**src/rtl/menu_niveles_param.sv**
```systemverilog
// ---------------------------------------------------------------------------
// MenuNivelesParam: main-menu / game-flow controller for the frogger top level.
//
// Walks the player through IDLE -> SELECT -> LOAD -> PLAY and handles the
// retry / win / lose screens. It keeps the selected level index and the lives
// counter, and fires a one-cycle level-load pulse towards the game blocks.
// Every output is decoded from registered state only (Moore).
//
// Ports
//   MS_CLOCK_50    in   1        system clock (50 MHz)
//   MS_RESET_N     in   1        asynchronous reset, active low
//   MS_START       in   1        start/confirm button (rising edge used)
//   MS_UP          in   1        menu up button (rising edge used)
//   MS_DOWN        in   1        menu down button (rising edge used)
//   MS_GANO        in   1        level won, from game logic (level, PLAY only)
//   MS_PERDIO      in   1        life lost, from game logic (level, PLAY only)
//   MS_ESTADO_OUT  out  3        screen code 000 IDLE .. 110 LOSE
//   MS_NVL_OUT     out  LVL_W    selected / current level index
//   MS_CN_OUT      out  1        level-load pulse, high only in LOAD
//   MS_VIDAS_OUT   out  LIVES_W  lives remaining
// ---------------------------------------------------------------------------
module menu_niveles_param #(
   parameter int unsigned NUM_LEVELS    = 4,
   parameter int unsigned LVL_W         = 2,
   parameter int unsigned MAX_LIVES     = 3,
   parameter int unsigned LIVES_W       = 2,
   parameter int unsigned AUTO_ADVANCE  = 1,
   parameter int unsigned RETRY_CYCLES  = 50000000,
   parameter int unsigned SCREEN_CYCLES = 250000000,
   parameter int unsigned TMR_W         = 28
) (
   input  logic               MS_CLOCK_50,
   input  logic               MS_RESET_N,
   input  logic               MS_START,
   input  logic               MS_UP,
   input  logic               MS_DOWN,
   input  logic               MS_GANO,
   input  logic               MS_PERDIO,
   output logic [2:0]         MS_ESTADO_OUT,
   output logic [LVL_W-1:0]   MS_NVL_OUT,
   output logic               MS_CN_OUT,
   output logic [LIVES_W-1:0] MS_VIDAS_OUT
);

   typedef enum logic [2:0] {
      ST_IDLE   = 3'b000,
      ST_SELECT = 3'b001,
      ST_LOAD   = 3'b010,
      ST_PLAY   = 3'b011,
      ST_RETRY  = 3'b100,
      ST_WIN    = 3'b101,
      ST_LOSE   = 3'b110
   } state_t;

   localparam logic [LVL_W-1:0]   LAST_LVL     = LVL_W'(NUM_LEVELS - 1);
   localparam logic [LIVES_W-1:0] LIVES_INIT   = LIVES_W'(MAX_LIVES);
   localparam logic [LIVES_W-1:0] ONE_LIFE     = LIVES_W'(1);
   localparam logic [TMR_W-1:0]   RETRY_LAST   = TMR_W'(RETRY_CYCLES - 1);
   localparam bit                 SCREEN_TO_EN = (SCREEN_CYCLES != 0);
   // With the timeout disabled the compare value is irrelevant; zero keeps it defined.
   localparam logic [TMR_W-1:0]   SCREEN_LAST  = SCREEN_TO_EN ? TMR_W'(SCREEN_CYCLES - 1) : '0;
   localparam logic [TMR_W-1:0]   TMR_MAX      = '1;
   localparam bit                 ADVANCE_EN   = (AUTO_ADVANCE != 0);

   state_t               state_q, state_d;
   logic [LVL_W-1:0]     level_q, level_d;
   logic [LIVES_W-1:0]   lives_q, lives_d;
   logic [TMR_W-1:0]     timer_q, timer_d;
   logic                 startHist_q, upHist_q, downHist_q;

   logic                 evtStart, evtUp, evtDown;
   logic                 timedState;

   // Button rising-edge events. The history registers reset to 1 so that a
   // button already held while reset is released is not seen as a fresh press.
   always_comb begin
      evtStart = MS_START & ~startHist_q;
      evtUp    = MS_UP    & ~upHist_q;
      evtDown  = MS_DOWN  & ~downHist_q;
   end

   // State register plus the level, lives, timer and button-history registers.
   // Reset is asynchronous so pulling MS_RESET_N aborts a game immediately.
   always_ff @(posedge MS_CLOCK_50 or negedge MS_RESET_N) begin
      if (!MS_RESET_N) begin
         state_q     <= ST_IDLE;
         level_q     <= '0;
         lives_q     <= LIVES_INIT;
         timer_q     <= '0;
         startHist_q <= 1'b1;
         upHist_q    <= 1'b1;
         downHist_q  <= 1'b1;
      end else begin
         state_q     <= state_d;
         level_q     <= level_d;
         lives_q     <= lives_d;
         timer_q     <= timer_d;
         startHist_q <= MS_START;
         upHist_q    <= MS_UP;
         downHist_q  <= MS_DOWN;
      end
   end

   // Next-state logic. Simultaneous button events resolve START > DOWN > UP;
   // in PLAY a win beats a life lost in the same cycle. The timer measures
   // time spent on the current retry/win/lose screen: it restarts on every
   // screen change and saturates instead of wrapping, so a screen without a
   // timeout can sit there indefinitely without ever re-triggering.
   always_comb begin
      state_d = state_q;
      level_d = level_q;
      lives_d = lives_q;
      timer_d = '0;

      case (state_q)
         ST_IDLE: begin
            if (evtStart) begin
               state_d = ST_SELECT;
               level_d = '0;
            end
         end
         ST_SELECT: begin
            if (evtStart) begin
               state_d = ST_LOAD;
               lives_d = LIVES_INIT;
            end else if (evtDown) begin
               level_d = (level_q == LAST_LVL) ? '0 : level_q + 1'b1;
            end else if (evtUp) begin
               level_d = (level_q == '0) ? LAST_LVL : level_q - 1'b1;
            end
         end
         ST_LOAD: begin
            state_d = ST_PLAY;
         end
         ST_PLAY: begin
            if (MS_GANO) begin
               if (ADVANCE_EN && (level_q < LAST_LVL)) begin
                  state_d = ST_LOAD;
                  level_d = level_q + 1'b1;
               end else begin
                  state_d = ST_WIN;
               end
            end else if (MS_PERDIO) begin
               if (lives_q > ONE_LIFE) begin
                  state_d = ST_RETRY;
                  lives_d = lives_q - 1'b1;
               end else begin
                  state_d = ST_LOSE;
                  lives_d = '0;
               end
            end
         end
         ST_RETRY: begin
            if (timer_q == RETRY_LAST) begin
               state_d = ST_LOAD;
            end
         end
         ST_WIN, ST_LOSE: begin
            if (evtStart || (SCREEN_TO_EN && (timer_q == SCREEN_LAST))) begin
               state_d = ST_IDLE;
            end
         end
         default: begin
            state_d = ST_IDLE;
         end
      endcase

      timedState = (state_q == ST_RETRY) || (state_q == ST_WIN) || (state_q == ST_LOSE);
      if ((state_d == state_q) && timedState) begin
         timer_d = (timer_q == TMR_MAX) ? timer_q : timer_q + 1'b1;
      end
   end

   // Output decode straight from the registered state. Any encoding outside
   // the seven screens shows as IDLE for the single cycle before recovery.
   always_comb begin
      MS_ESTADO_OUT = 3'b000;
      MS_CN_OUT     = 1'b0;
      case (state_q)
         ST_IDLE, ST_SELECT, ST_LOAD, ST_PLAY, ST_RETRY, ST_WIN, ST_LOSE: begin
            MS_ESTADO_OUT = state_q;
         end
         default: begin
            MS_ESTADO_OUT = 3'b000;
         end
      endcase
      MS_CN_OUT    = (state_q == ST_LOAD);
      MS_NVL_OUT   = level_q;
      MS_VIDAS_OUT = lives_q;
   end

endmodule

```
**config.mk**
```make
export PLATFORM = sky130hd
export DESIGN_NAME = menu_niveles_param
export DESIGN_NICKNAME = d
export VERILOG_FILES = /design/src/rtl/menu_niveles_param.sv
export SDC_FILE = /design/constraint.sdc
export NUM_CORES = 1
export LEC_CHECK = 0
export CAP_MARGIN = 25
export CORE_AREA = 2 2 58 82
export CTS_BUF_LIST = sky130_fd_sc_hd__clkbuf_4 sky130_fd_sc_hd__clkbuf_8
export DETAILED_ROUTE_END_ITERATION = 8
export DIE_AREA = 0 0 60 84
export GPL_ROUTABILITY_DRIVEN = 0
export PLACE_DENSITY = 0.74
export SYNTH_ARGS = -nofsm -noshare
export SYNTH_HDL_FRONTEND = slang
export SYNTH_SLANG_ARGS = --single-unit
```
**constraint.sdc**
```tcl
create_clock -name MS_CLOCK_50 -period 2.4 [get_ports MS_CLOCK_50]
set_clock_uncertainty 0.2 [all_clocks]
set_input_delay 0.6 -clock MS_CLOCK_50 [delete_from_list [all_inputs] [get_ports MS_CLOCK_50]]
set_output_delay 0.6 -clock MS_CLOCK_50 [all_outputs]
set_load 0.01 [all_outputs]
```
# Word-level counts from Yosys, hierarchy flattened
# Cells that the tools add are included.
# Widths: inputs -> output; s select.
[word_totals] regBits=38 latch_bits=0 ramBits=0 mem_bits_ro=0 inputBits=7 out_inout_bits=8 elab_cells=77 memories=0
[op_classes] addsub=4 multipliers=0 div=0 n_lt_le_gt_ge=2 eq_ne=20 n_shift=0 mux=26 bitwise_logic=6 reduce_logical=12
[ops] operator="$eq 28x28->1 const B" n=2
[ops] operator="$mux 28" n=2
[ops] operator="$add 28x1->28 const B" n=1
[ops] operator="$eq 28x26->1 const B" n=1
[ops] operator="$mux 2" n=13
[ops] operator="$mux 3" n=8
[ops] operator="$pmux 3 s6" n=1
[ops] operator="$ne 2x2->1 const B" n=8
[ops] operator="$eq 3x3->1 const B" n=3
[ops] operator="$reduce_or 7->1" n=1
[ops] operator="$eq 3x2->1 const B" n=2
[ops] operator="$pmux 2 s3" n=1
[ops] operator="$reduce_and 6->1" n=1
[ops] operator="$pmux 2 s2" n=1
[ops] operator="$reduce_and 4->1" n=1
[ops] operator="$sub 2x1->2 const B" n=2
[ops] operator="$and 1x1->1" n=3
[ops] operator="$eq 3x1->1 const B" n=1
[ops] operator="$eq 3x3->1" n=1
[ops] operator="$logic_not 3->1" n=1
[ops] operator="$logic_or 1x1->1" n=3
[ops] operator="$ne 3x3->1 const B" n=1
[ops] operator="$not 1->1" n=3
[ops] operator="$reduce_bool 3->1" n=1
[ops] operator="other kinds (8)" n=8

# Longest topological paths before layout
# Gate-level depths: netlist (run 1).
[logic_depth] ltp_word=8 depth_mapped=8 mapped_depth_nobuf=6

# Worst setup path after synthesis (run 1)
# No wires, ideal clock.
[synth_path] path_kind="in2reg" from="input MS_START" to="register level_q[0], in the netlist MS_NVL_OUT[0]" setup_ns=0.110 t_arrival_ns=1.798 required_ns=2.090 setup_slack_ns=0.292 cell_stages=4 path_buffers=0 path_cell_list="nor2b_1 > o221a_2 > or4_1 > o41ai_1"
[synth_via] elab_chain_cells=3 elab_cells_between_ends=4 cone_classes="eq/ne (2); bitwise (1); reduce/logical (1)"
[synth_rtl] item="from (decl)" line="34" rtl="input logic MS_START,"
[synth_rtl] item="$and 1x1->1 (*)" line="77" rtl="evtStart = MS_START & ~startHist_q;"
[synth_rtl] item="$ne 2x2->1 (no line)"
[synth_rtl] item="$reduce_and 6->1 (no line) (*)"
[synth_rtl] item="to (signal assigned)" line="95" rtl="level_q <= level_d;"
[synth_rtl] item="to (decl)" line="66" rtl="logic [LVL_W-1:0] level_q, level_d;"
# Mark *: on every way between the ends. The rest lies on a longest branch, timed or not.
# A chain may end at the register's enable or synchronous reset.

# Final worst setup path (run 1)
# Same ends and word-level chain as after synthesis.

==> results, run 1 <==
- The floorplan has 29 rows.
- Clock-pin slew was measured on the worst setup and hold paths at about 70 ps.
- At the later pin of the worst-skew pair, clock insertion delay measures between 200 and 300 ps.
- In this run the cell area of the synthesized design comes to 0.002350 mm2.
- The endpoint identified for the worst register-to-register timing path is timer_q[1].
- Synthesis produced a netlist with a net count of 267.
- The first global-routing pass estimated roughly 9400 um of wire.
- The library cell used most frequently in the layout, excluding fill and tap cells, is dfrtp_1.
- The number of antenna diodes is 0.
- The global routing usage on met3 is 0.04496.
- The post-synthesis area per instance is about 9.1 um2.
- Measured against its own limit, the worst slew margin works out to 0.6824.
- Measured in cells, the most critical reg-to-reg path has a length of 7.
- The worst register-to-register path has a setup slack of 160 ps.
- Along the worst path, the maximum fanout reaches 4.
- Of the cells placed in the final design, the portion with a size suffix greater than 1 is 0.1864.
- For the pin with the worst max-slew slack, the measured transition is between 400 and 500 ps.
- The number of antenna violations at the first check in global routing is 0.
- In the final design database the tool counted 304 nets.
- The first element of the critical path is MS_START.
- 15 I/O pins were placed.
- In the final layout, the multi-input gates occupy ~0.0013 mm2.
- The final non-filler cell area is roughly 0.0028 mm2.
- Fill cells in the final layout number about 380.
- Dividing the detail-routed wire length by the instance count gives 15.34 um.
- The tree is rooted in a clkbuf_8.
- In the routed design, unresolved DRC markers number 0.
- The die span in x is 60 um.
- For this run, the top clock speed supported by timing is between 400 and 500 MHz.
- The core area is about 0.0044 mm2.
- The startpoint of the worst register-to-register path is timer_q[22].
- Setup repair after global routing could not meet its margin everywhere.
- In the synthesized netlist the async set-or-reset flop fraction comes to 1.000.
- The area taken by flip-flops and latches is approximately 960 um2.
- The antenna violation net count after detailed routing is 0.
- The cell count after synthesis came out at about 260.
- The leading register cell type out of synthesis is dfrtp_1.
- The sum of routed wire length over all layers is between 5000 and 6000 um.
- Using the TritonRoute via totals, the vias-per-cell ratio works out to approximately 6.0.
- In this run the static leakage power is around 0.0011 uW.
- The type of destination of the critical path is a flip-flop.
- The run finished with clean final reports.
- The via count of the first global-routing pass is about 2100.
- The count of different cell masters after synthesis is 57.
- The layout overhead on the synthesized area is 20.93%.
- In this run, synthesis produced a sequential element count of 38.
- The detailed router placed between 2000 and 2500 vias in this run.
- The worst hold path class is in -> async.
- The final number of setup-violating endpoints is 0.
- Max-cap violations in this run came to 0.
- The hold violation count in the final report is 0.
- Counting flops with a built-in enable in the synthesized netlist gives 0.
- STA classifies the critical path startpoint as an input pin.
- Across every metal layer, demand over resource in global routing totals 0.2384.
- In this run, the number of DRC markers left after iteration 0 of detailed routing was ~110.
- At the worst endpoint, the required time is 2390 ps.
- The final number of max-transition violations is 0.
- The CTS H-tree depth is 2.
- Once placement finished, the instance area stood at 0.002714 mm2.
- The critical path data arrival time is ~2300 ps.
- Entering global routing, the biggest net connects 30 pins.
- The clock drives 38 sinks.
- The clock period could shrink to 2324 ps.
- The initial utilization of the core area, before any placement, comes to 0.5352.
- Summed over all layers, the global routing overflow is 0.
- The post-layout total power is around 2000 uW.
- The critical path in this run is classified as in -> reg.
- For met2 alone, demand over resource in global routing was 0.4249.
- The worst IR drop on VDD is approximately 0.56 mV.
- In the layout the commonest cells are dfrtp_1 (31), nor2_1 (26), buf_4 (24), nand2_1 (22), a21oi_1 (18).
- The share of the Yosys chip area taken by registers is 0.4073.
- Detailed placement ended at an HPWL of between 4000 and 5000 um.
- For met1 alone, demand over resource in global routing was 0.2671.
- The share of the cycle needed by the critical path after routing is 0.9684.
- The first TritonRoute pass finished after 4 iterations.
- The die footprint is ~0.005 mm2.
- The number of buffer cells added on primary ports is 14.
- In this run the power density over the cells is ~690 mW/mm2.
- In this run, CTS created clock tree buffers numbering 5.
- The CTS tree is yes.
- The die is around 84 um tall.
- The final-layout setup total negative slack is 0 ps.
- The maximum count of clock buffers along a single path is 2.
- The layer flagged by global routing as most heavily used is met2.
- The number of warning messages in the yosys log is 0.
[sequential cells by signal, summed over array words and instances (netlist names)]
| name | flops |
|---|---|
| startHist_q | 1 |
| upHist_q | 1 |
| state_q | 3 |
| timer_q | 28 |
| MS_NVL_OUT | 2 |
| downHist_q | 1 |
| MS_VIDAS_OUT | 2 |
[through the flow]
stage	worst slack (ps)	std cells	hold slack [ps]	util
after floorplan	291.9	257	104.4	-
after global placement	-183.5	348	302.2	0.6181
after detailed placement	-240.6	348	314.7	0.6181
after CTS	27.74	357	73.31	0.6443
after global routing	-5.791	357	101.4	0.6472
final	75.82	357	60.50	0.6472
[how the worst max path moves through the flow]
| stage | slack [ps] | to | cells after the start |
|---|---|---|---|
| finish | 80 | MS_NVL_OUT[0] | 5 |
| global route | -6 | timer_q[1] | 8 |
| CTS | 30 | MS_ESTADO_OUT[1] | 4 |
| detailed placement | -240 | MS_NVL_OUT[0] | 5 |
| global placement | -180 | MS_NVL_OUT[0] | 5 |
| floorplan | 290 | MS_NVL_OUT[0] | 4 |
[area by class of cell]
cell class / instances / share of cell area
clock buffers: 8 / 0.03875
multi-input cells: 200 / 0.4593
repair buffers: 40 / 0.1251
inverters: 9 / 0.01189
flip-flops and latches: 38 / 0.3377
well taps: 62 / 0.02730
[logic make-up after synthesis]
family,share of synthesized area
compound gates,0.1571
xor+xnor,0.04100
fa+ha+maj,0.01598
buf+inv,0.04047
flops,0.4073
mux,0.01704
simple gates,0.3211
[routing by layer]
layer	wire, um	vias up
li1	-	1039
met3	165	11
met4	119	0
met2	2988	52
met1	2205	1025
met5	0	-
[cells in the mapped netlist (5+ instances only)]
cell type,number,area [um2]
or4_1,10,75.07
o21ai_0,5,25.02
nor2_1,26,97.59
nand4_1,6,37.54
nand2_1,22,82.58
nand3_1,10,50.05
nand2b_1,5,31.28
inv_1,9,33.78
a21oi_1,18,90.09
dfrtp_1,33,825.8
o31ai_1,11,82.58
nor3_1,8,40.04
dfstp_2,5,131.4
xnor2_1,9,78.83
[critical path, stage by stage]
cell	delay, ps
clkdlybuf4s50_1	420
nor2b_1	160
o221a_2	270
or4_1	560
o41ai_2	310
[timing repair]
item / CTS / global route
hold buffers: 0 / 0
endpoints found under the hold margin: 0 / 0
setup endpoints to repair: 3 / 5
buffers inserted: 1 / 0
gates resized for setup: 3 / 5
[report_power, final]
part	switching [uW]	internal (uW)	total, uW
Clock	223	290	513
Sequential	53.0	706	759
Combinational	363	337	699
Total	639	1330	1970
No activity file was read; power rests on OpenSTA's default activity.
==> run 2, diff against run 1 <==
--- a/config.mk
+++ b/config.mk
@@ -8,10 +8,12 @@
 export CAP_MARGIN = 25
 export CORE_AREA = 2 2 58 82
 export CTS_BUF_LIST = sky130_fd_sc_hd__clkbuf_4 sky130_fd_sc_hd__clkbuf_8
+export CTS_CLUSTER_SIZE = 8
 export DETAILED_ROUTE_END_ITERATION = 8
 export DIE_AREA = 0 0 60 84
 export GPL_ROUTABILITY_DRIVEN = 0
 export PLACE_DENSITY = 0.74
+export SLEW_MARGIN = 30
 export SYNTH_ARGS = -nofsm -noshare
 export SYNTH_HDL_FRONTEND = slang
 export SYNTH_SLANG_ARGS = --single-unit
==> constraint.sdc (replaced) <==
create_clock -name MS_CLOCK_50 -period 2.82 [get_ports MS_CLOCK_50]
set_clock_uncertainty 0.2 [all_clocks]
set_input_delay 0.705 -clock MS_CLOCK_50 [delete_from_list [all_inputs] [get_ports MS_CLOCK_50]]
set_output_delay 0.705 -clock MS_CLOCK_50 [all_outputs]
set_load 0.01 [all_outputs]
==> run 2 against run 1 <==
Sequential share of layout area grew 1.9 points. Largest cell class unchanged. Highest routed layer unchanged. Flip-flop and latch count is the same. Non-clock buffer count shrank 15. Sequential power shrank 11%. Largest power group unchanged. Setup slack gained 95 ps.
==> results, run 2 (synthesized netlist as in run 1, its figures left out) <==
- The number of antenna violations at the first check in global routing is 0 (unchanged).
- The global-route usage over all layers came to 0.2342 (was 0.2384).
- The number of buffer cells added on primary ports was 14 (unchanged).
- The minimum setup slack after placement is 37.14 ps (was -240.6 ps).
- The buffers inserted during post-CTS setup optimization came to 0 (was 1).
- The sum of routed wire length over all layers came to 5391 um (was 5477 um).
- The CTS H-tree depth is 2 (unchanged).
- The critical path data arrival time is 1740 ps (was 2310 ps).
- The via-per-instance ratio is 5.982 (was 5.958).
- The detail-routed net length per standard cell is 15.76 um (was 15.34 um).
- The portion of total power attributed to the clock network is 0.257 (was 0.260).
- The worst hold slack across all endpoints was 169.6 ps (was 60.50 ps).
- The critical path required time came to 1910 ps (was 2390 ps).
- The number of resized instances in the post-cts repair step is 0 (was 3).
- The total CTS buffers is 5 (unchanged).
- The number of antenna diodes is 0 (unchanged).
- The switching fraction of total power is 0.3320 (was 0.3240).
- The sequential cell fraction of total power was 0.429 (was 0.385).
- The final non-filler cell area is 0.002681 mm2 (was 0.002841 mm2).
- The wire length of the first global-routing pass is 9149 um (was 9384 um).
- The maximum count of clock buffers along a single path was 2 (unchanged).
- The library cell used as clock root buffer is clkbuf_8 (unchanged).
- Status: complete, no violations (unchanged).
- The final number of max-transition violations came to 0 (unchanged).
- The CTS tree is yes (unchanged).
- The worst-skew pair later-pin latency is 290 ps (about the same).
- The worst hold path class is in -> async (unchanged).
- The boundary pin count is 15 (unchanged).
- In the finished design, the share of the clock period the worst path needs comes to 0.9393.
- The final-layout setup total negative slack is 0 ps (unchanged).
- The combinational group share of total power is 0.314 (was 0.355).
- The shortest clock period the worst path allows after layout is approximately 2600 ps.
- The post-place instance area is 0.002584 mm2 (was 0.002714 mm2).
- The worst IR drop on VDD was 0.3876 mV (was 0.5566 mV).
- The most common library cell in the layout ignoring fill and taps is dfrtp_1 (unchanged).
- The max-cap check violation count is 0 (unchanged).
- The worst path setup slack after routing is 171.1 ps (was 75.82 ps).
- The largest fanout on the critical path is 11 (was 4).
- The stage delay of the slowest cell on the critical path came to 560 ps (about the same).
- The largest register by flop count was timer_q (unchanged).
- The DRC violation total after the first TritonRoute iteration is 124 (was 114).
- The kind of critical path is reg -> out (was in -> reg).
- The final number of setup-violating endpoints is 0 (unchanged).
- The detailed-route DRC error count is 0 (unchanged).
- The static leakage is 0.0009910 uW (was 0.001094 uW).
- The core area was 0.004390 mm2 (unchanged).
- The number of nets in the final layout is 289 (was 304).
- The cell row count is 29 (unchanged).
- The headroom to the max-slew limit is 0.6415 (was 0.6824).
- CP Cell Sequence: inv_1, nor3_1, clkdlybuf4s50_1 (was clkdlybuf4s50_1, nor2b_1, o221a_2, or4_1, o41ai_2).
- Commonest cells after routing, fill and taps aside: dfrtp_1 (33), nor2_1 (26), nand2_1 (22), a21oi_1 (18), clkdlybuf4s50_1 (13) (was dfrtp_1 (31), nor2_1 (26), buf_4 (24), nand2_1 (22), a21oi_1 (18)).
- Biggest regs: timer_q (28), state_q (3) (unchanged).
- The reg2reg setup slack is 340 ps (was 160 ps).
- The die footprint was 0.005040 mm2 (unchanged).
- The layout overhead on the synthesized area is 14.11% (was 20.93%).
- The share of post-route cells with drive strength above 1 was 0.1321 (was 0.1864).
- The leftover overflow at the end of global routing came to 0 (unchanged).
- The hold violation count in the final report was 0 (unchanged).
- The power spent charging and discharging nets is 520.4 uW (was 638.8 uW).
- The pin slew with the least headroom to its limit is 537.7 ps (was 476.3 ps).
- Static timing analysis puts the maximum clock frequency at ~380 MHz.
- The first-pass detailed-route iteration total is 4 (unchanged).
- The internal power came to 1047 uW (was 1333 uW).
- The height of the die is 84 um (unchanged).
- The antenna violation net count after detailed routing is 0 (unchanged).
- The via count of the first global-routing pass was 2000 (was 2083).
- Setup repair after global routing missed its margin: no (was yes).
- The pin count of the biggest net entering global routing is 39 (was 30).
- The initial standard-cell utilization of the core is 0.5352 (unchanged).
- The die span in x is 60 um (unchanged).
- The clock input transition at the sequential cells of the worst setup and hold paths is 80 ps (was 70 ps).
- The number of vias after detailed routing is 2046 (was 2127).
- The count of clock tree sinks came to 38 (unchanged).
- The master of the slowest instance on the critical path is clkdlybuf4s50_1 (was or4_1).
- The count of cells along the worst register-to-register path is 6 (was 7).
- The startpoint type of the worst setup path is a flip-flop (was input pin).
- The total of hold buffers inserted after clock tree synthesis came to 0 (unchanged).
- The number of flip-flops in the largest register is 28 (unchanged).
- The power per cell area is 584.6 mW/mm2 (was 693.9 mW/mm2).
- The type of destination of the critical path is a primary output (was flip-flop).
- The HPWL reported at the end of detailed placement is 3838 um (was 4067 um).
## run 2: layer usage
layer	up-vias	routed length, um	GRT usage
li1	1006	-	-
met4	0	95	0.09091
met3	11	168	0.03721
met2	40	2906	0.4042
met1	989	2221	0.2796
met5	-	0	0
## run 2: through the flow
stage               instances  power [uW]  utilization
finish                    342        1568       0.6107
CTS                       342        1585       0.6101
global route              342        1673       0.6107
floorplan                 257       983.3            -
global placement          334        1168       0.5885
detailed placement        334        1181       0.5885
## run 2: power by group through the flow
stage                     Clock, uW  Combinational [uW]  Sequential [uW]
after floorplan                   0                 332              651
after global placement            0                 489              679
after detailed placement          0                 500              682
after CTS                       412                 502              671
after global routing            433                 559              681
final                           403                 493              672
## run 2: path summary, 6_finish.rpt
path                                      start               to
max in group asynchronous            MS_RESET_N  MS_VIDAS_OUT[0]
worst max register to register      timer_q[20]      timer_q[11]
min in group MS_CLOCK_50        MS_VIDAS_OUT[1]  MS_VIDAS_OUT[1]
worst max-delay path                 state_q[1]        MS_CN_OUT
worst min-delay path                 MS_RESET_N       state_q[1]
worst min register to register  MS_VIDAS_OUT[1]  MS_VIDAS_OUT[1]
## run 2: worst max-delay path: cells and delay by family (launching register included)
kind,cells,cell delay [ps]
buf+inv,2,710
flops,1,550
simple gates,1,190
## run 2: area by class of cell
| cell class | instances | area [um2] |
|---|---|---|
| Fill cell | 394 | 1709 |
| Sequential cell | 38 | 957.2 |
| Multi-Input combinational cell | 200 | 1297 |
| Timing Repair Buffer | 25 | 220.2 |
| Clock inverter | 1 | 5.005 |
| Inverter | 9 | 33.78 |
| Clock buffer | 7 | 90.09 |
| Tap cell | 62 | 77.57 |
